File: src/rtl/cond_flag_unit.sv
`default_nettype none
// ============================================================================
// Module  : cond_flag_unit
// Brief   : ARM NZCV flag register (masked write, shadow save/restore, write
//           bypass) with a multi-lane condition-code evaluator and an optional
//           valid/ready output register.
// Revision: 1.0
// ============================================================================
module cond_flag_unit #(
  parameter int LANES   = 2,
  parameter int PIPE    = 1,
  parameter int BYPASS  = 1,
  parameter int NV_MODE = 0
) (
  input  logic               clk,
  input  logic               rst,
  input  logic               i_flag_we,
  input  logic [3:0]         i_flag_mask,
  input  logic [3:0]         i_flag_in,
  input  logic               i_flag_save,
  input  logic               i_flag_restore,
  input  logic               i_in_valid,
  output logic               o_in_ready,
  input  logic [4*LANES-1:0] i_cond,
  output logic               o_out_valid,
  input  logic               i_out_ready,
  output logic [LANES-1:0]   o_pass,
  output logic [3:0]         o_nzcv
);

  localparam logic c_NV_RESULT = (NV_MODE != 0);

  logic [3:0]       r_nzcv;
  logic [3:0]       r_shadow;
  logic [3:0]       w_base;
  logic [3:0]       w_wmask;
  logic [3:0]       w_next;
  logic [3:0]       w_eval_flags;
  logic [LANES-1:0] w_pass;
  logic             w_in_ready;

  // Restore selects the source first, then masked write bits override it.
  assign w_base  = i_flag_restore ? r_shadow : r_nzcv;
  assign w_wmask = {4{i_flag_we}} & i_flag_mask;
  assign w_next  = (w_base & ~w_wmask) | (i_flag_in & w_wmask);

  always_ff @(posedge clk) begin
    if (rst) begin
      r_nzcv   <= 4'b0000;
      r_shadow <= 4'b0000;
    end else begin
      r_nzcv <= w_next;
      if (i_flag_save) r_shadow <= r_nzcv;
    end
  end

  assign o_nzcv       = r_nzcv;
  assign w_eval_flags = (BYPASS != 0) ? w_next : r_nzcv;

  function automatic logic f_eval(input logic [3:0] cond, input logic [3:0] flg);
    logic n, z, c, v;
    logic res;
    {n, z, c, v} = flg;
    res = 1'b0;
    case (cond)
      4'h0: res = z;
      4'h1: res = !z;
      4'h2: res = c;
      4'h3: res = !c;
      4'h4: res = n;
      4'h5: res = !n;
      4'h6: res = v;
      4'h7: res = !v;
      4'h8: res = c && !z;
      4'h9: res = !c || z;
      4'hA: res = (n == v);
      4'hB: res = (n != v);
      4'hC: res = !z && (n == v);
      4'hD: res = z || (n != v);
      4'hE: res = 1'b1;
      default: res = c_NV_RESULT;
    endcase
    return res;
  endfunction

  for (genvar i = 0; i < LANES; i++) begin : g_lane
    assign w_pass[i] = f_eval(i_cond[4*i +: 4], w_eval_flags);
  end

  if (PIPE != 0) begin : g_pipe
    logic             r_out_valid;
    logic [LANES-1:0] r_pass;

    // A new accept may land in the same cycle the previous result drains.
    assign w_in_ready = !r_out_valid || i_out_ready;

    always_ff @(posedge clk) begin
      if (rst) begin
        r_out_valid <= 1'b0;
        r_pass      <= '0;
      end else if (i_in_valid && w_in_ready) begin
        r_out_valid <= 1'b1;
        r_pass      <= w_pass;
      end else if (i_out_ready) begin
        r_out_valid <= 1'b0;
      end
    end

    assign o_out_valid = r_out_valid;
    assign o_pass      = r_pass;
  end else begin : g_comb
    assign w_in_ready  = i_out_ready;
    assign o_out_valid = i_in_valid;
    assign o_pass      = w_pass;
  end

  assign o_in_ready = w_in_ready;

endmodule
`default_nettype wire

File: config.mk
export PLATFORM = sky130hd
export DESIGN_NAME = cond_flag_unit
export DESIGN_NICKNAME = d
export VERILOG_FILES = /design/src/rtl/cond_flag_unit.sv
export SDC_FILE = /design/constraint.sdc
export NUM_CORES = 1
export LEC_CHECK = 0
export ABC_AREA = 1
export CORE_MARGIN = 10
export CORE_UTILIZATION = 60
export DETAILED_ROUTE_END_ITERATION = 6
export DONT_BUFFER_PORTS = 1
export GPL_ROUTABILITY_DRIVEN = 0
export PLACE_DENSITY = 0.76
export SLEW_MARGIN = 20
export SYNTH_ARGS = -nofsm -noshare
export SYNTH_HDL_FRONTEND = slang
export SYNTH_SLANG_ARGS = --single-unit
export TNS_END_PERCENT = 1
File: constraint.sdc
create_clock -name clk -period 2.3 [get_ports clk]
set_input_delay 0.345 -clock clk [delete_from_list [all_inputs] [get_ports clk]]
set_output_delay 0.345 -clock clk [all_outputs]
set_load 0.02 [all_outputs]
Word-level counts from Yosys, hierarchy flattened
Cells that the tools add are included.
- add/subtract/negate cells: 0
- multipliers: 0
- div/mod/pow operators: 0
- magnitude comparators: 0
- equal/unequal tests: 30
- shifts and indexed selects: 0
- multiplexer cells: 5
- bitwise logic cells: 5
- reduce and logical (&&, ||, !) cells: 14
- operators with widths (cell ; number):
    $eq 4x4->1 const B ; 14
    $eq 4x3->1 const B ; 8
    $pmux 1 s15 ; 2
    $eq 4x2->1 const B ; 4
    $and 4x4->4 ; 3
    $eq 4x1->1 const B ; 2
    $logic_not 4->1 ; 2
    $logic_not 1->1 ; 5
    $mux 4 ; 1
    $not 4->4 ; 1
    $or 4x4->4 ; 1
    $logic_and 1x1->1 ; 3
    $logic_or 1x1->1 ; 3
    $mux 1 ; 2
    $reduce_bool 2->1 ; 1
    $eq 1x1->1 ; 1
    $ne 1x1->1 ; 1
- register bits after elaboration: 11
- bits in latches: 0
- bits in writable memories: 0
- bits in read-only memories: 0
- output and inout port bits: 8
- logic and storage cells: 58
- memories kept: 0

Longest topological paths before layout
- word-level depth: 7
- depth in mapped cells: 13

Least setup slack after synthesis
OpenSTA, ideal clock, no wires.
- path type: register to register
- from: reg r_nzcv[3] (netlist: o_nzcv[3])
- to: reg g_pipe.r_pass[0] (netlist: o_pass[0])
- library setup time: 0.132 ns
- arrival time: 1.244 ns
- slack: 0.924 ns
- stages on the path, launching flop included: 12
- clock period less this slack: 1.376 ns
- cell sequence: dfxtp_1 -> nand2_1 -> nand2_2 -> nand2_1 -> nand2_2 -> nand2_4 -> nand3_1 -> nand2_1 -> nor2_1 -> nand3_1 -> nand2_1 -> a21oi_2
- word-level cells in the longest chain between the ends: 6
- ends and longest elaborated chain (what ; RTL line ; RTL):
    from (decl) ; 33 ; logic [3:0] r_nzcv;
    from (signal assigned) ; 52 ; r_nzcv <= w_next;
    $mux 4 (*) ; 43 ; assign w_base = i_flag_restore ? r_shadow : r_nzcv;
    $and 4x4->4 (*) ; 45 ; assign w_next = (w_base & ~w_wmask) | (i_flag_in & w_wmask);
    $or 4x4->4 (*) ; 45 ;
    $ne 1x1->1 / $eq 1x1->1 (equally long branches) ; - ;
    $logic_or 1x1->1 / $logic_and 1x1->1 (equally long branches) ; 79, 78 ;
    $pmux 1 s15 (*) ; 65 ; case (cond)
    to (signal assigned) ; 103 ; r_pass <= w_pass;
    to (decl) ; 92 ; logic [LANES-1:0] r_pass;
Mark *: on every way between the ends. The rest lies on a longest branch, timed or not.
A chain may end at the register's enable or synchronous reset.

Worst setup path in the final report
Ends and elaborated chain as after synthesis.

==> impl_metrics.ini <==
[routing]
dr.first_iter.drc_count = 33
wl_um = 2300
ant_nets = 0
drtPass1Iterations = 6
drc = 0
wire_per_inst_um = 12.2
via_count = 1015
vias_per_cell = 5.37

[clock_network]
clockBufferDepth = 2
clk_latency_ps = 260
postCtsSetupBuffers = 0
cts_buffers = 3
ctsHtreeMaxLevel = 1
cts_num_sinks = 11
path_clk_slew_ps = 60
clock-root-buffer = clkbuf_4
ctsResizeCount = 0
cts_tree = built
hold_buffers = 0

[logic_synthesis]
ys_seq_area_share_pct = 22.7
ys_warn_count = 0
synth_cells = 170
synthTopCellsByArea = dfxtp_1 (23%), nand2_1 (18%), nand3_1 (14%), nor2_1 (10%), inv_1 (8.5%)
synth_area_per_cell_um2 = 5.70
syn_area_um2 = 970
synth_cell_type_count = 19
ys_ff_latch = 11
synth_top_area_cell = dfxtp_1
post-synth-top-area-fraction_pct = 22.7
syn_nets = 193

[worst_setup_path]
endpoint_kind = flop
timing.critical_path.from = o_nzcv[3]$_SDFF_PP0_
reg2reg_slack_ps = 770
arrival_ps = 1690
cp_data_required_time_ps = 2460
crit_type = flop to flop
worstSetupStartpointType = flop
r2r-start = o_nzcv[3]$_SDFF_PP0_
cp_max_fo = 6

[hold_path]
min_from = rst
hp-class = input port to flop

[timing]
rsz0062_at_grt = no
hold_viol = 0
tns_ps = 0
max_slew_margin_pct = 77.0
slew_violations = 0
whs_ps = 138
finalWorstSetupSlack_ps = 775
fmax_mhz = 656
period_share_pct = 66.3
tightest_slew_ps = 343
finalCriticalPeriod_ps = 1530
skew_ps = 1.30
setup_viol = 0

[flow_run]
cap_violations = 0

[global_routing]
grt_overflow_total = 0
grt_pass1_vias = 952
grt_util_all_layers_pct = 13.4
antenna_found_initial = 0
grt_pass1_wl_um = 3930
grt_max_degree = 12

[placed_design]
hpwl_um = 1990
numPortBuffers = 0
place_ws_ps = 788

[floorplanning]
initial_core_util_pct = 63.6
core_um2 = 1520
die_w_um = 60.2
pin_count = 31
die_y_um = 60.2
rows = 14
dieArea_um2 = 3620

[finish]
nNetsFinal = 197
drive_above_1_share_pct = 14.5
area_growth_pct = 4.39
final.fill_count = 158
antennaDiodeCount = 0

[status]
status = complete, no violations

[power]
peakVddDrop_uv = 170
powerDensity_nw_per_um2 = 461
p_leak_nw = 0.528
## placed cells by master, fill, tap and decap left out, drive strengths merged
cell,synthesis,layout
dfxtp,11,11
o211ai,1,1
inv,24,24
nor3,2,2
a21oi,9,9
a21boi,1,1
o21ai,3,3
clkbuf,1,4
nor2,27,27
a211oi,2,2
nand3,29,29
nand2,60,60
## synthesized netlist by cell type, drive strengths merged
cell type	instances
nand2	60
nand3	29
nor2	27
inv	24
dfxtp	11
a21oi	9
o21ai	3
a211oi	2
nor3	2
a21boi	1
clkbuf	1
o211ai	1
## power breakdown
part | leakage, nW | internal (mW) | switching (mW) | total (mW)
logic | 0.422 | 0.0428 | 0.0791 | 0.122
clock network | 0.0150 | 0.0670 | 0.0587 | 0.126
registers | 0.0903 | 0.202 | 0.0173 | 0.219
total | 0.528 | 0.312 | 0.155 | 0.467
## metrics by stage
stage               power, mW  util (%)  instances  area [um2]
floorplan               0.327         -        170         970
global placement        0.343      64.7        185         986
detailed placement      0.345      64.7        185         986
CTS                     0.470      66.4        189        1010
global route            0.500      66.4        189        1010
finish                  0.467      66.4        189        1010
## worst paths after layout
check                                   to  depth (start not counted)
setup / recovery    o_pass[0]$_SDFFE_PP0P_                         11
hold / removal      o_pass[1]$_SDFFE_PP0P_                          1
setup reg to reg    o_pass[0]$_SDFFE_PP0P_                         11
hold reg to reg   r_shadow[1]$_SDFFE_PP0P_                          2
## area by class of cell
class                           count  area [um2]  area share (%)
Clock buffer                        4        26.3            2.60
Inverter                           24        95.1            9.39
Tap cell                           16        20.0            1.98
Sequential cell                    11         220            21.8
Multi-Input combinational cell    134         651            64.3
## registers in the layout (all words and copies together) (netlist names)
| register | flops |
|---|---|
| r_shadow | 4 |
| o_pass | 2 |
| o_out_valid | 1 |
| o_nzcv | 4 |
## worst max-delay path: stages (launching register included)
cell and delay (ps):
dfxtp_1 470, nand2_1 100, nand2_2 90, nand2_1 60, nand2_2 130, nand2_4 80, nand3_1 80, nand2_1 50
nor2_1 120, nand3_1 100, nand2_1 80, a21oi_2 50
## kinds of logic after synthesis
family	synth area share (%)
compound gates	12.0
buf+inv	10.2
flops	22.7
simple gates	55.1
## per-layer routing
| layer | routed length (um) | vias up | track usage, % |
|---|---|---|---|
| met5 | 0 | - | 0 |
| met4 | 59 | 0 | 7.05 |
| met3 | 221 | 6 | 3.18 |
| met2 | 1050 | 30 | 23.1 |
| met1 | 964 | 433 | 14.7 |
| li1 | - | 546 | - |
Power figures use the tool's default switching activity.
